--- src/rtl/mips_pkg.sv ---
// Shared encodings for the multicycle MIPS controller: FSM states, ALU codes,
// opcode/funct constants and datapath mux select codes.
package mips_pkg;

    typedef enum logic [3:0] {
        S_FETCH,
        S_DECODE,
        S_MEMADR,
        S_MEMRD,
        S_MEMWB,
        S_MEMWR,
        S_RTEX,
        S_RTWB,
        S_BREX,
        S_IMMEX,
        S_IMMWB,
        S_JMP,
        S_JAL,
        S_JR,
        S_HALT
    } state_e;

    // ALU operation codes
    localparam logic [3:0] ALU_AND  = 4'b0000;
    localparam logic [3:0] ALU_OR   = 4'b0001;
    localparam logic [3:0] ALU_ADD  = 4'b0010;
    localparam logic [3:0] ALU_SUB  = 4'b1010;
    localparam logic [3:0] ALU_SLT  = 4'b1011;
    localparam logic [3:0] ALU_SLTU = 4'b1100;

    // Opcodes
    localparam logic [5:0] OP_RTYPE = 6'b000000;
    localparam logic [5:0] OP_J     = 6'b000010;
    localparam logic [5:0] OP_JAL   = 6'b000011;
    localparam logic [5:0] OP_BEQ   = 6'b000100;
    localparam logic [5:0] OP_BNE   = 6'b000101;
    localparam logic [5:0] OP_ADDI  = 6'b001000;
    localparam logic [5:0] OP_ADDIU = 6'b001001;
    localparam logic [5:0] OP_ORI   = 6'b001101;
    localparam logic [5:0] OP_LUI   = 6'b001111;
    localparam logic [5:0] OP_LW    = 6'b100011;
    localparam logic [5:0] OP_SW    = 6'b101011;

    // R-type funct codes
    localparam logic [5:0] F_SLL  = 6'b000000;
    localparam logic [5:0] F_JR   = 6'b001000;
    localparam logic [5:0] F_ADD  = 6'b100000;
    localparam logic [5:0] F_ADDU = 6'b100001;
    localparam logic [5:0] F_SUB  = 6'b100010;
    localparam logic [5:0] F_SUBU = 6'b100011;
    localparam logic [5:0] F_AND  = 6'b100100;
    localparam logic [5:0] F_OR   = 6'b100101;
    localparam logic [5:0] F_SLT  = 6'b101010;
    localparam logic [5:0] F_SLTU = 6'b101011;

    // Register-file destination select
    localparam logic [1:0] REGDST_RT = 2'b00;
    localparam logic [1:0] REGDST_RD = 2'b01;
    localparam logic [1:0] REGDST_RA = 2'b10;

    // Register-file write data select
    localparam logic [1:0] WD_ALUOUT = 2'b00;
    localparam logic [1:0] WD_MDR    = 2'b01;
    localparam logic [1:0] WD_PC     = 2'b10;

    // Next-PC select
    localparam logic [1:0] PC_ALU    = 2'b00;
    localparam logic [1:0] PC_ALUOUT = 2'b01;
    localparam logic [1:0] PC_JUMP   = 2'b10;
    localparam logic [1:0] PC_RS     = 2'b11;

    // ALU B-operand select
    localparam logic [1:0] SRCB_RT    = 2'b00;
    localparam logic [1:0] SRCB_FOUR  = 2'b01;
    localparam logic [1:0] SRCB_IMM   = 2'b10;
    localparam logic [1:0] SRCB_IMMSH = 2'b11;

    // Wait counter width; covers the largest legal TIMEOUT of 255
    localparam int unsigned CNT_W = 8;

endpackage

--- src/rtl/mc_controller_if.sv ---
// Instruction/status inputs and datapath control outputs of the controller.
interface mc_controller_if #(
    parameter int unsigned ALUW = 4
);
    logic [5:0]      op;
    logic [5:0]      funct;
    logic            zero;
    logic            mem_ready;

    logic            mem_req;
    logic            memwrite;
    logic            iord;
    logic            irwrite;
    logic            regwrite;
    logic            signext;
    logic            shiftl16;
    logic            alusrca;
    logic            pcen;
    logic [1:0]      regdst;
    logic [1:0]      wdsel;
    logic [1:0]      pcsrc;
    logic [1:0]      alusrcb;
    logic [ALUW-1:0] alucontrol;
    logic            retire;
    logic            bus_err;
    logic            illegal;

    modport slave (
        input  op, funct, zero, mem_ready,
        output mem_req, memwrite, iord, irwrite, regwrite, signext, shiftl16,
               alusrca, pcen, regdst, wdsel, pcsrc, alusrcb, alucontrol,
               retire, bus_err, illegal
    );

    modport master (
        output op, funct, zero, mem_ready,
        input  mem_req, memwrite, iord, irwrite, regwrite, signext, shiftl16,
               alusrca, pcen, regdst, wdsel, pcsrc, alusrcb, alucontrol,
               retire, bus_err, illegal
    );
endinterface

--- src/rtl/mc_controller_aludec.sv ---
// ALU decoder: picks the ALU operation for the current controller state and
// flags R-type funct codes that have no ALU mapping.
module mc_aludec
    import mips_pkg::*;
#(
    parameter int unsigned ALUW = 4
) (
    input  state_e          state_i,
    input  logic [5:0]      op_i,
    input  logic [5:0]      funct_i,
    output logic [ALUW-1:0] alucontrol_o,
    output logic            funct_bad_o
);

    logic [3:0] rcode;
    logic [3:0] code;

    // R-type funct to ALU operation; unmapped functs raise funct_bad_o
    always_comb begin
        rcode       = ALU_AND;
        funct_bad_o = 1'b0;
        case (funct_i)
            F_ADD, F_ADDU: rcode = ALU_ADD;
            F_SUB, F_SUBU: rcode = ALU_SUB;
            F_AND:         rcode = ALU_AND;
            F_OR, F_SLL:   rcode = ALU_OR;
            F_SLT:         rcode = ALU_SLT;
            F_SLTU:        rcode = ALU_SLTU;
            default:       funct_bad_o = 1'b1;
        endcase
    end

    // Per-state ALU operation; states that do not use the ALU drive 0
    always_comb begin
        code = ALU_AND;
        case (state_i)
            S_FETCH, S_DECODE, S_MEMADR: code = ALU_ADD;
            S_BREX:                      code = ALU_SUB;
            S_RTEX:                      code = funct_bad_o ? ALU_AND : rcode;
            S_IMMEX:                     code = (op_i == OP_ORI) ? ALU_OR : ALU_ADD;
            default:                     code = ALU_AND;
        endcase
        alucontrol_o = ALUW'(code);
    end

endmodule

--- src/rtl/mc_controller.sv ---
// Multicycle MIPS control unit: Moore FSM sequencing fetch/decode/execute,
// a per-access memory wait counter with timeout, and sticky error flags.
module mc_controller
    import mips_pkg::*;
#(
    parameter int unsigned TIMEOUT = 16,
    parameter int unsigned ALUW    = 4
) (
    input logic            clk,
    input logic            reset,
    mc_controller_if.slave bus
);

    localparam logic [CNT_W-1:0] CNT_LAST = CNT_W'(TIMEOUT - 1);

    state_e           state_q, state_d;
    logic [CNT_W-1:0] cnt_q, cnt_d;
    logic             bus_err_q, bus_err_d;
    logic             illegal_q, illegal_d;
    logic             pcwrite, beq, bne;
    logic             funct_bad;
    logic             wait_expired;
    logic [ALUW-1:0]  alucontrol;

    mc_aludec #(.ALUW(ALUW)) u_aludec (
        .state_i      (state_q),
        .op_i         (bus.op),
        .funct_i      (bus.funct),
        .alucontrol_o (alucontrol),
        .funct_bad_o  (funct_bad)
    );

    assign bus.alucontrol = alucontrol;
    assign bus.bus_err    = bus_err_q;
    assign bus.illegal    = illegal_q;
    assign wait_expired   = (cnt_q == CNT_LAST);

    // State, wait counter and sticky flags
    always_ff @(posedge clk or posedge reset) begin
        if (reset) begin
            state_q   <= S_FETCH;
            cnt_q     <= '0;
            bus_err_q <= 1'b0;
            illegal_q <= 1'b0;
        end else begin
            state_q   <= state_d;
            cnt_q     <= cnt_d;
            bus_err_q <= bus_err_d;
            illegal_q <= illegal_d;
        end
    end

    // Next-state and Moore control outputs
    always_comb begin
        state_d      = state_q;
        bus_err_d    = bus_err_q;
        illegal_d    = illegal_q;
        pcwrite      = 1'b0;
        beq          = 1'b0;
        bne          = 1'b0;
        bus.mem_req  = 1'b0;
        bus.memwrite = 1'b0;
        bus.iord     = 1'b0;
        bus.irwrite  = 1'b0;
        bus.regwrite = 1'b0;
        bus.signext  = 1'b0;
        bus.shiftl16 = 1'b0;
        bus.alusrca  = 1'b0;
        bus.regdst   = '0;
        bus.wdsel    = '0;
        bus.pcsrc    = '0;
        bus.alusrcb  = '0;
        bus.retire   = 1'b0;

        case (state_q)
            S_FETCH: begin
                bus.mem_req = 1'b1;
                bus.alusrcb = SRCB_FOUR;
                bus.pcsrc   = PC_ALU;
                if (bus.mem_ready) begin
                    bus.irwrite = 1'b1;
                    pcwrite     = 1'b1;
                    state_d     = S_DECODE;
                end else if (wait_expired) begin
                    bus_err_d = 1'b1;
                    state_d   = S_HALT;
                end
            end
            S_DECODE: begin
                bus.alusrcb = SRCB_IMMSH;
                case (bus.op)
                    OP_LW, OP_SW:                        state_d = S_MEMADR;
                    OP_RTYPE:                            state_d = (bus.funct == F_JR) ? S_JR : S_RTEX;
                    OP_BEQ, OP_BNE:                      state_d = S_BREX;
                    OP_ADDI, OP_ADDIU, OP_ORI, OP_LUI:   state_d = S_IMMEX;
                    OP_J:                                state_d = S_JMP;
                    OP_JAL:                              state_d = S_JAL;
                    default: begin
                        illegal_d = 1'b1;
                        state_d   = S_HALT;
                    end
                endcase
            end
            S_MEMADR: begin
                bus.alusrca = 1'b1;
                bus.alusrcb = SRCB_IMM;
                bus.signext = 1'b1;
                state_d     = (bus.op == OP_SW) ? S_MEMWR : S_MEMRD;
            end
            S_MEMRD: begin
                bus.mem_req = 1'b1;
                bus.iord    = 1'b1;
                if (bus.mem_ready) begin
                    state_d = S_MEMWB;
                end else if (wait_expired) begin
                    bus_err_d = 1'b1;
                    state_d   = S_HALT;
                end
            end
            S_MEMWB: begin
                bus.regwrite = 1'b1;
                bus.regdst   = REGDST_RT;
                bus.wdsel    = WD_MDR;
                bus.retire   = 1'b1;
                state_d      = S_FETCH;
            end
            S_MEMWR: begin
                bus.mem_req  = 1'b1;
                bus.memwrite = 1'b1;
                bus.iord     = 1'b1;
                if (bus.mem_ready) begin
                    bus.retire = 1'b1;
                    state_d    = S_FETCH;
                end else if (wait_expired) begin
                    bus_err_d = 1'b1;
                    state_d   = S_HALT;
                end
            end
            S_RTEX: begin
                bus.alusrca = 1'b1;
                bus.alusrcb = SRCB_RT;
                if (funct_bad) begin
                    illegal_d = 1'b1;
                    state_d   = S_HALT;
                end else begin
                    state_d = S_RTWB;
                end
            end
            S_RTWB: begin
                bus.regwrite = 1'b1;
                bus.regdst   = REGDST_RD;
                bus.wdsel    = WD_ALUOUT;
                bus.retire   = 1'b1;
                state_d      = S_FETCH;
            end
            S_BREX: begin
                bus.alusrca = 1'b1;
                bus.alusrcb = SRCB_RT;
                bus.pcsrc   = PC_ALUOUT;
                beq         = (bus.op == OP_BEQ);
                bne         = (bus.op == OP_BNE);
                bus.retire  = 1'b1;
                state_d     = S_FETCH;
            end
            S_IMMEX: begin
                bus.alusrca  = 1'b1;
                bus.alusrcb  = SRCB_IMM;
                bus.signext  = (bus.op == OP_ADDI) || (bus.op == OP_ADDIU);
                bus.shiftl16 = (bus.op == OP_LUI);
                state_d      = S_IMMWB;
            end
            S_IMMWB: begin
                bus.regwrite = 1'b1;
                bus.regdst   = REGDST_RT;
                bus.wdsel    = WD_ALUOUT;
                bus.retire   = 1'b1;
                state_d      = S_FETCH;
            end
            S_JMP: begin
                pcwrite    = 1'b1;
                bus.pcsrc  = PC_JUMP;
                bus.retire = 1'b1;
                state_d    = S_FETCH;
            end
            S_JAL: begin
                pcwrite      = 1'b1;
                bus.pcsrc    = PC_JUMP;
                bus.regwrite = 1'b1;
                bus.regdst   = REGDST_RA;
                bus.wdsel    = WD_PC;
                bus.retire   = 1'b1;
                state_d      = S_FETCH;
            end
            S_JR: begin
                pcwrite    = 1'b1;
                bus.pcsrc  = PC_RS;
                bus.retire = 1'b1;
                state_d    = S_FETCH;
            end
            S_HALT: begin
                state_d = S_HALT;
            end
            default: begin
                state_d = S_HALT;
            end
        endcase

        bus.pcen = pcwrite | (beq & bus.zero) | (bne & ~bus.zero);
    end

    // Wait counter: restarts on every state change, counts stalled request cycles
    always_comb begin
        cnt_d = cnt_q;
        if (state_d != state_q) begin
            cnt_d = '0;
        end else if (bus.mem_req && !bus.mem_ready) begin
            cnt_d = cnt_q + CNT_W'(1);
        end
    end

endmodule

--- src/flat_wrapper.sv ---
// flat-port wrapper written by rule: the top's interface ports become plain ports
module mc_controller_flat import mips_pkg::*;
#(
    parameter int unsigned TIMEOUT = 16,
    parameter int unsigned ALUW    = 4
)
  (clk, reset, bus_op, bus_funct, bus_zero, bus_mem_ready, bus_mem_req, bus_memwrite, bus_iord, bus_irwrite, bus_regwrite, bus_signext, bus_shiftl16, bus_alusrca, bus_pcen, bus_regdst, bus_wdsel, bus_pcsrc, bus_alusrcb, bus_alucontrol, bus_retire, bus_bus_err, bus_illegal);
  mc_controller_if #(.ALUW(ALUW)) bus_i ();
  input logic clk;
  input logic reset;
  input wire logic [$bits(bus_i.op)-1:0] bus_op;
  input wire logic [$bits(bus_i.funct)-1:0] bus_funct;
  input wire logic [$bits(bus_i.zero)-1:0] bus_zero;
  input wire logic [$bits(bus_i.mem_ready)-1:0] bus_mem_ready;
  output wire logic [$bits(bus_i.mem_req)-1:0] bus_mem_req;
  output wire logic [$bits(bus_i.memwrite)-1:0] bus_memwrite;
  output wire logic [$bits(bus_i.iord)-1:0] bus_iord;
  output wire logic [$bits(bus_i.irwrite)-1:0] bus_irwrite;
  output wire logic [$bits(bus_i.regwrite)-1:0] bus_regwrite;
  output wire logic [$bits(bus_i.signext)-1:0] bus_signext;
  output wire logic [$bits(bus_i.shiftl16)-1:0] bus_shiftl16;
  output wire logic [$bits(bus_i.alusrca)-1:0] bus_alusrca;
  output wire logic [$bits(bus_i.pcen)-1:0] bus_pcen;
  output wire logic [$bits(bus_i.regdst)-1:0] bus_regdst;
  output wire logic [$bits(bus_i.wdsel)-1:0] bus_wdsel;
  output wire logic [$bits(bus_i.pcsrc)-1:0] bus_pcsrc;
  output wire logic [$bits(bus_i.alusrcb)-1:0] bus_alusrcb;
  output wire logic [$bits(bus_i.alucontrol)-1:0] bus_alucontrol;
  output wire logic [$bits(bus_i.retire)-1:0] bus_retire;
  output wire logic [$bits(bus_i.bus_err)-1:0] bus_bus_err;
  output wire logic [$bits(bus_i.illegal)-1:0] bus_illegal;
  assign bus_i.op = bus_op;
  assign bus_i.funct = bus_funct;
  assign bus_i.zero = bus_zero;
  assign bus_i.mem_ready = bus_mem_ready;
  assign bus_mem_req = bus_i.mem_req;
  assign bus_memwrite = bus_i.memwrite;
  assign bus_iord = bus_i.iord;
  assign bus_irwrite = bus_i.irwrite;
  assign bus_regwrite = bus_i.regwrite;
  assign bus_signext = bus_i.signext;
  assign bus_shiftl16 = bus_i.shiftl16;
  assign bus_alusrca = bus_i.alusrca;
  assign bus_pcen = bus_i.pcen;
  assign bus_regdst = bus_i.regdst;
  assign bus_wdsel = bus_i.wdsel;
  assign bus_pcsrc = bus_i.pcsrc;
  assign bus_alusrcb = bus_i.alusrcb;
  assign bus_alucontrol = bus_i.alucontrol;
  assign bus_retire = bus_i.retire;
  assign bus_bus_err = bus_i.bus_err;
  assign bus_illegal = bus_i.illegal;
  mc_controller #(.TIMEOUT(TIMEOUT), .ALUW(ALUW)) u_core (.clk(clk), .reset(reset), .bus(bus_i));
endmodule
--- config.mk ---
export PLATFORM = sky130hd
export DESIGN_NAME = mc_controller_flat
export DESIGN_NICKNAME = d
export VERILOG_FILES = /design/src/rtl/mips_pkg.sv /design/src/rtl/mc_controller_if.sv /design/src/rtl/mc_controller_aludec.sv /design/src/rtl/mc_controller.sv /design/src/flat_wrapper.sv
export SDC_FILE = /design/constraint.sdc
export NUM_CORES = 1
export LEC_CHECK = 0
export ABC_AREA = 1
export CAP_MARGIN = 20
export CORE_MARGIN = 4
export CORE_UTILIZATION = 48
export DETAILED_ROUTE_END_ITERATION = 10
export GPL_TIMING_DRIVEN = 0
export PLACE_DENSITY = 0.79
export SLEW_MARGIN = 20
export SYNTH_ARGS = -nofsm -noshare
export SYNTH_HDL_FRONTEND = slang
export SYNTH_SLANG_ARGS = --single-unit
--- constraint.sdc ---
create_clock -name clk -period 2.3 [get_ports clk]
set_input_delay 0.575 -clock clk [delete_from_list [all_inputs] [get_ports clk]]
set_output_delay 0.575 -clock clk [all_outputs]
set_load 0.02 [all_outputs]
==> Yosys cells after proc, flatten, opt, wreduce, memory -nomap -nowiden <==
Index checks and enable logic that the tools add are counted.
{ "totals": {"reg_bits": 14, "output_inout_bits": 24, "wordCells": 109} }
{ "op_classes": {"add_sub_neg": 1, "n_eq_ne": 36, "n_mux": 35, "n_bitwise": 6, "reduce_logical": 27} }
{ "ops": {"columns": ["cell", "count"], "rows": [
  ["$eq 6x6->1 const B", 10],
  ["$pmux 4 s8", 1],
  ["$eq 6x4->1 const B", 5],
  ["$mux 4", 7],
  ["$eq 4x4->1 const B", 6],
  ["$pmux 4 s6", 1],
  ["$pmux 4 s5", 1],
  ["$eq 4x3->1 const B", 4],
  ["$mux 8", 2],
  ["$pmux 4 s4", 1],
  ["$reduce_or 2->1", 8],
  ["$eq 6x2->1 const B", 2],
  ["$eq 6x3->1 const B", 2],
  ["$logic_not 6->1", 2],
  ["$mux 1", 12],
  ["$pmux 2 s3", 2],
  ["$reduce_or 4->1", 3],
  ["$reduce_or 11->1", 1],
  ["$reduce_or 3->1", 3],
  ["$reduce_or 9->1", 1],
  ["$add 8x1->8 const B", 1],
  ["$eq 4x2->1 const B", 2],
  ["$eq 8x4->1 const B", 1],
  ["$pmux 1 s2", 4],
  ["16 further kinds", 23]
]} }

==> Depth between registers and ports, before layout <==
{ "depth": {"depth_word": 6, "ltp_mapped": 13, "depth_no_buf": 12} }

==> Hierarchy <==
A second synthesis with hierarchy kept.
{ "hier_totals": {"hier_cells": 264, "area_unflattened_um2": 1571.5} }
{ "modules_own_cells": {"columns": ["mod", "instances", "cells_per_inst", "area_per_inst_um2", "seq_area_each_um2"], "rows": [
  ["mc_controller", 1, 211, 1312.5, 350.3],
  ["mc_aludec", 1, 53, 259.0, 0.0]
]} }

==> Worst setup path before layout <==
No wires, ideal clock.
{ "synth_path": {"kind": "input to output", "startpoint": "in bus_funct[5]", "endpoint": "out bus_retire", "arrival_ns": 1.654, "path_slack_ns": 0.071, "stages": 8, "n_path_buf": 0, "path_cell_list": "inv_1 > nor2_1 > o211ai_1 > nand3_1 > nor2_1 > nor2_1 > nand2_1 > o221ai_1"} }
{ "synth_lines": {"columns": ["element", "line_no", "rtl"], "rows": [
  ["start, declared", "flat_wrapper.sv:12", "input wire logic [$bits(bus_i.funct)-1:0] bus_funct;"],
  ["end, declared", "flat_wrapper.sv:29", "output wire logic [$bits(bus_i.retire)-1:0] bus_retire;"]
]} }

==> Final worst setup path <==
{ "layout_path": {"startpoint": "reg u_core.state_q[0]", "endpoint": "out bus_retire"} }
{ "layout_via": {"elab_chain_len": 3, "word_cells_on_any_way": 10, "cone_classes": "eq/ne: 8; mux: 1; reduce/logical: 1"} }
{ "layout_lines": {"columns": ["element", "line_no", "rtl"], "rows": [
  ["start, declared", "mc_controller.sv:16", "state_e state_q, state_d;"],
  ["start signal, assigned", "mc_controller.sv:46", "state_q <= state_d;"],
  ["$eq 4x3->1 or $eq 4x4->1 (tied branches)", "mc_controller.sv:75", "case (state_q)"],
  ["$reduce_or 7->1 (no source line)", null, null],
  ["$pmux 1 s2 (*)", "mc_controller.sv:75", null]
]} }
Mark *: on every way between the ends. The rest lies on a longest branch, timed or not.

==> results.cfg <==
[sta]
maxSlewHeadroom = 0.6236
rsz0062_at_grt = true
worstMarginPinSlew_ns = 0.5640
final-setup-viol-count = 3
fin_ws_ns = -0.1357
min_period_ns = 2.436
max_freq_mhz = 410.6
timing.final.crit_share = 1.059
hold_viol = 0
slew_viol_final = 0
clock_skew_ns = 0.002634

[global_route]
grt_usage = 0.2085
grt_pass1_vias = 1561
grt_pass1_wl_um = 6913
overflow = 0
grt_max_degree = 15
antenna_found_initial = 0

[worst_setup_path]
path_class = register to output pin
cp-start-kind = register
critical_path_arrival_ns = 1.86
end_kind = output pin
critPathRequiredTime_ns = 1.73
path_max_fanout = 6

[power_and_ir_drop]
p_total_mw = 0.5113
combPwrFrac = 0.152
pwr-share-clk = 0.364
p_per_area_mw_per_mm2 = 245.1
swShare = 0.2656
seq_power_share = 0.484
peakVddDrop_uv = 342.6
p_leak_nw = 1.083
p_switching_mw = 0.1358
p_int_mw = 0.3755

[yosys]
ys_seq_area_frac = 0.2381
ys.flop_type = dfrtp_1
synth-async-reset-ratio = 1.000
synthCells = 226
synth_cell_types = 32
yosys_warnings = 0
ys_ff_latch = 14
synth_area_per_cell_sq_um = 6.511
synthesis.area_sq_mm = 0.001471
synthesis.nets = 243
synth_edf_count = 0

[floorplan]
start_util = 0.5158
die_h_um = 63.37
core-area_sq_mm = 0.002853
die_x_um = 63.37
io_pins = 40
rows = 19
dieArea_sq_mm = 0.004015

[placed_design]
place_congestion = 0.9130
dp_hpwl_um = 3133
io_buffer_count = 39
dp_slack_ns = -1.027

[cts]
numCtsBuffers = 3
cts.clk_slew.worst_paths_ns = 0.09
clock_latency_ns = 0.29
clock_sinks = 14
cts_tree = built
cts_max_level = 1
clock_path_buffers = 2
root_buffer = clkbuf_4

[drt]
wl_um = 4145
ant_nets = 0
vias_per_cell = 5.425
drt-initial-drc-count = 148
drc = 0
wl_per_cell_um = 13.24
vias = 1698
firstDrtPassIters = 4

[finish]
post-route-util = 0.7311
multi_input_area_sq_mm = 0.001090
drive_gt1_frac = 0.3475
antennaDiodeCount = 0
register_area_sq_um = 354.1
nets = 300
n_fill_cell = 244
layout_commonest_cell = nand2_1
layout_common_cells = nand2_1 (40), nor2_1 (32), inv_1 (21), nand3_1 (20), dlygate4sd2_1 (20)
syn2layout_area_growth_pct = 41.75

[outcome]
violations = negative setup slack
status = complete, but fails checks

[worst_hold_path]
hold_class = register to register

[job]
cap_violations = 0
critical path: stages, from the launching register on:
cell and delay, ns:
dfrtp_2 0.50, inv_2 0.11, nor2_2 0.04, nand2_2 0.12, nand3_4 0.10, nand2_4 0.09, nand3_2 0.07, nor2_2 0.12
nand2_1 0.09, o221ai_2 0.15, buf_4 0.17
what timing repair did:
item | in CTS | in global routing
pin swaps | 15 | 8
cloned | 0 | 0
resized for setup | 95 | 16
setup endpoints to repair | 22 | 14
buffers inserted | 7 | 6
hold buffers | 0 | 0
cell usage after synthesis (all sizes together), types with 2 or more instances:
cell	number	area, sq um
dfrtp	14	350.3
xor2	5	43.79
o221ai	2	17.52
o21ai	9	45.04
nor3	9	85.08
nand2	53	234.0
or2	2	12.52
inv	32	120.1
nand4	7	43.79
xnor2	2	17.52
nand3	29	185.2
nor2	51	229.0
worst paths after layout:
path | start | cells after the start | slack, ns | endpoint
max | u_core.state_q[0]$_DFF_PP0_ | 10 | -0.14 | bus_retire
min | u_core.bus.bus_err$_DFFE_PP0P_ | 2 | 0.49 | u_core.bus.bus_err$_DFFE_PP0P_
max reg2reg | u_core.state_q[0]$_DFF_PP0_ | 13 | 0.33 | u_core.cnt_q[3]$_DFFE_PP0P_
min reg2reg | u_core.bus.bus_err$_DFFE_PP0P_ | 2 | 0.49 | u_core.bus.bus_err$_DFFE_PP0P_
max in group asynchronous | reset | 2 | 1.27 | u_core.state_q[3]$_DFF_PP0_
min in group asynchronous | reset | 2 | 0.62 | u_core.cnt_q[2]$_DFFE_PP0P_
per-layer routing:
layer  track usage  part of all wire  wire (um)
met5             0                 0          0
met4       0.04582            0.0082         34
met3       0.03730             0.060        248
met2        0.3625              0.50       2069
met1        0.2673              0.43       1793
sequential cells by signal, indices dropped and copies added, names as in the netlist:
register            count
u_core.bus.bus_err      1
u_core.cnt_q            8
u_core.state_q          4
u_core.bus.illegal      1
kinds of logic (layout without fill, tap and decap cells):
family / count (synthesis) / after routing / share of synthesized area
adder cells (fa/ha/maj): 1 / 1 / 0.008502
XOR/XNOR: 7 / 7 / 0.04167
buffers and inverters: 33 / 89 / 0.08928
flip-flops: 14 / 14 / 0.2381
multiplexers: 1 / 1 / 0.006803
AND/OR/NAND/NOR: 154 / 154 / 0.5510
AO/OA/AOI/OAI: 16 / 16 / 0.06463
power groups by stage:
stage | clock [mW] | sequential [mW] | combinational, mW
after floorplan | 0 | 0.253 | 0.0311
after global placement | 0 | 0.252 | 0.0729
after detailed placement | 0 | 0.252 | 0.0738
after CTS | 0.188 | 0.247 | 0.0759
after global routing | 0.198 | 0.247 | 0.0861
final | 0.186 | 0.247 | 0.0777
area by class of cell:
type                    count  area share
well taps                  31     0.01860
plain buffers               1    0.005399
multi-input cells         179      0.5225
flip-flops and latches     14      0.1698
clock buffers               4     0.01740
inverters                  32     0.05879
repair buffers             52      0.2076
through the flow:
step	instance area [sq um]	TNS, ns	std cells	hold WS, ns
floorplan	1471	0	226	0.4642
global placement	1901	-6.870	296	0.4486
detailed placement	1901	-7.266	296	0.4563
CTS	2024	-0.3080	307	0.4759
global route	2086	-0.8562	313	0.5067
finish	2086	-0.2266	313	0.4893
Power figures use the tool's default switching activity.
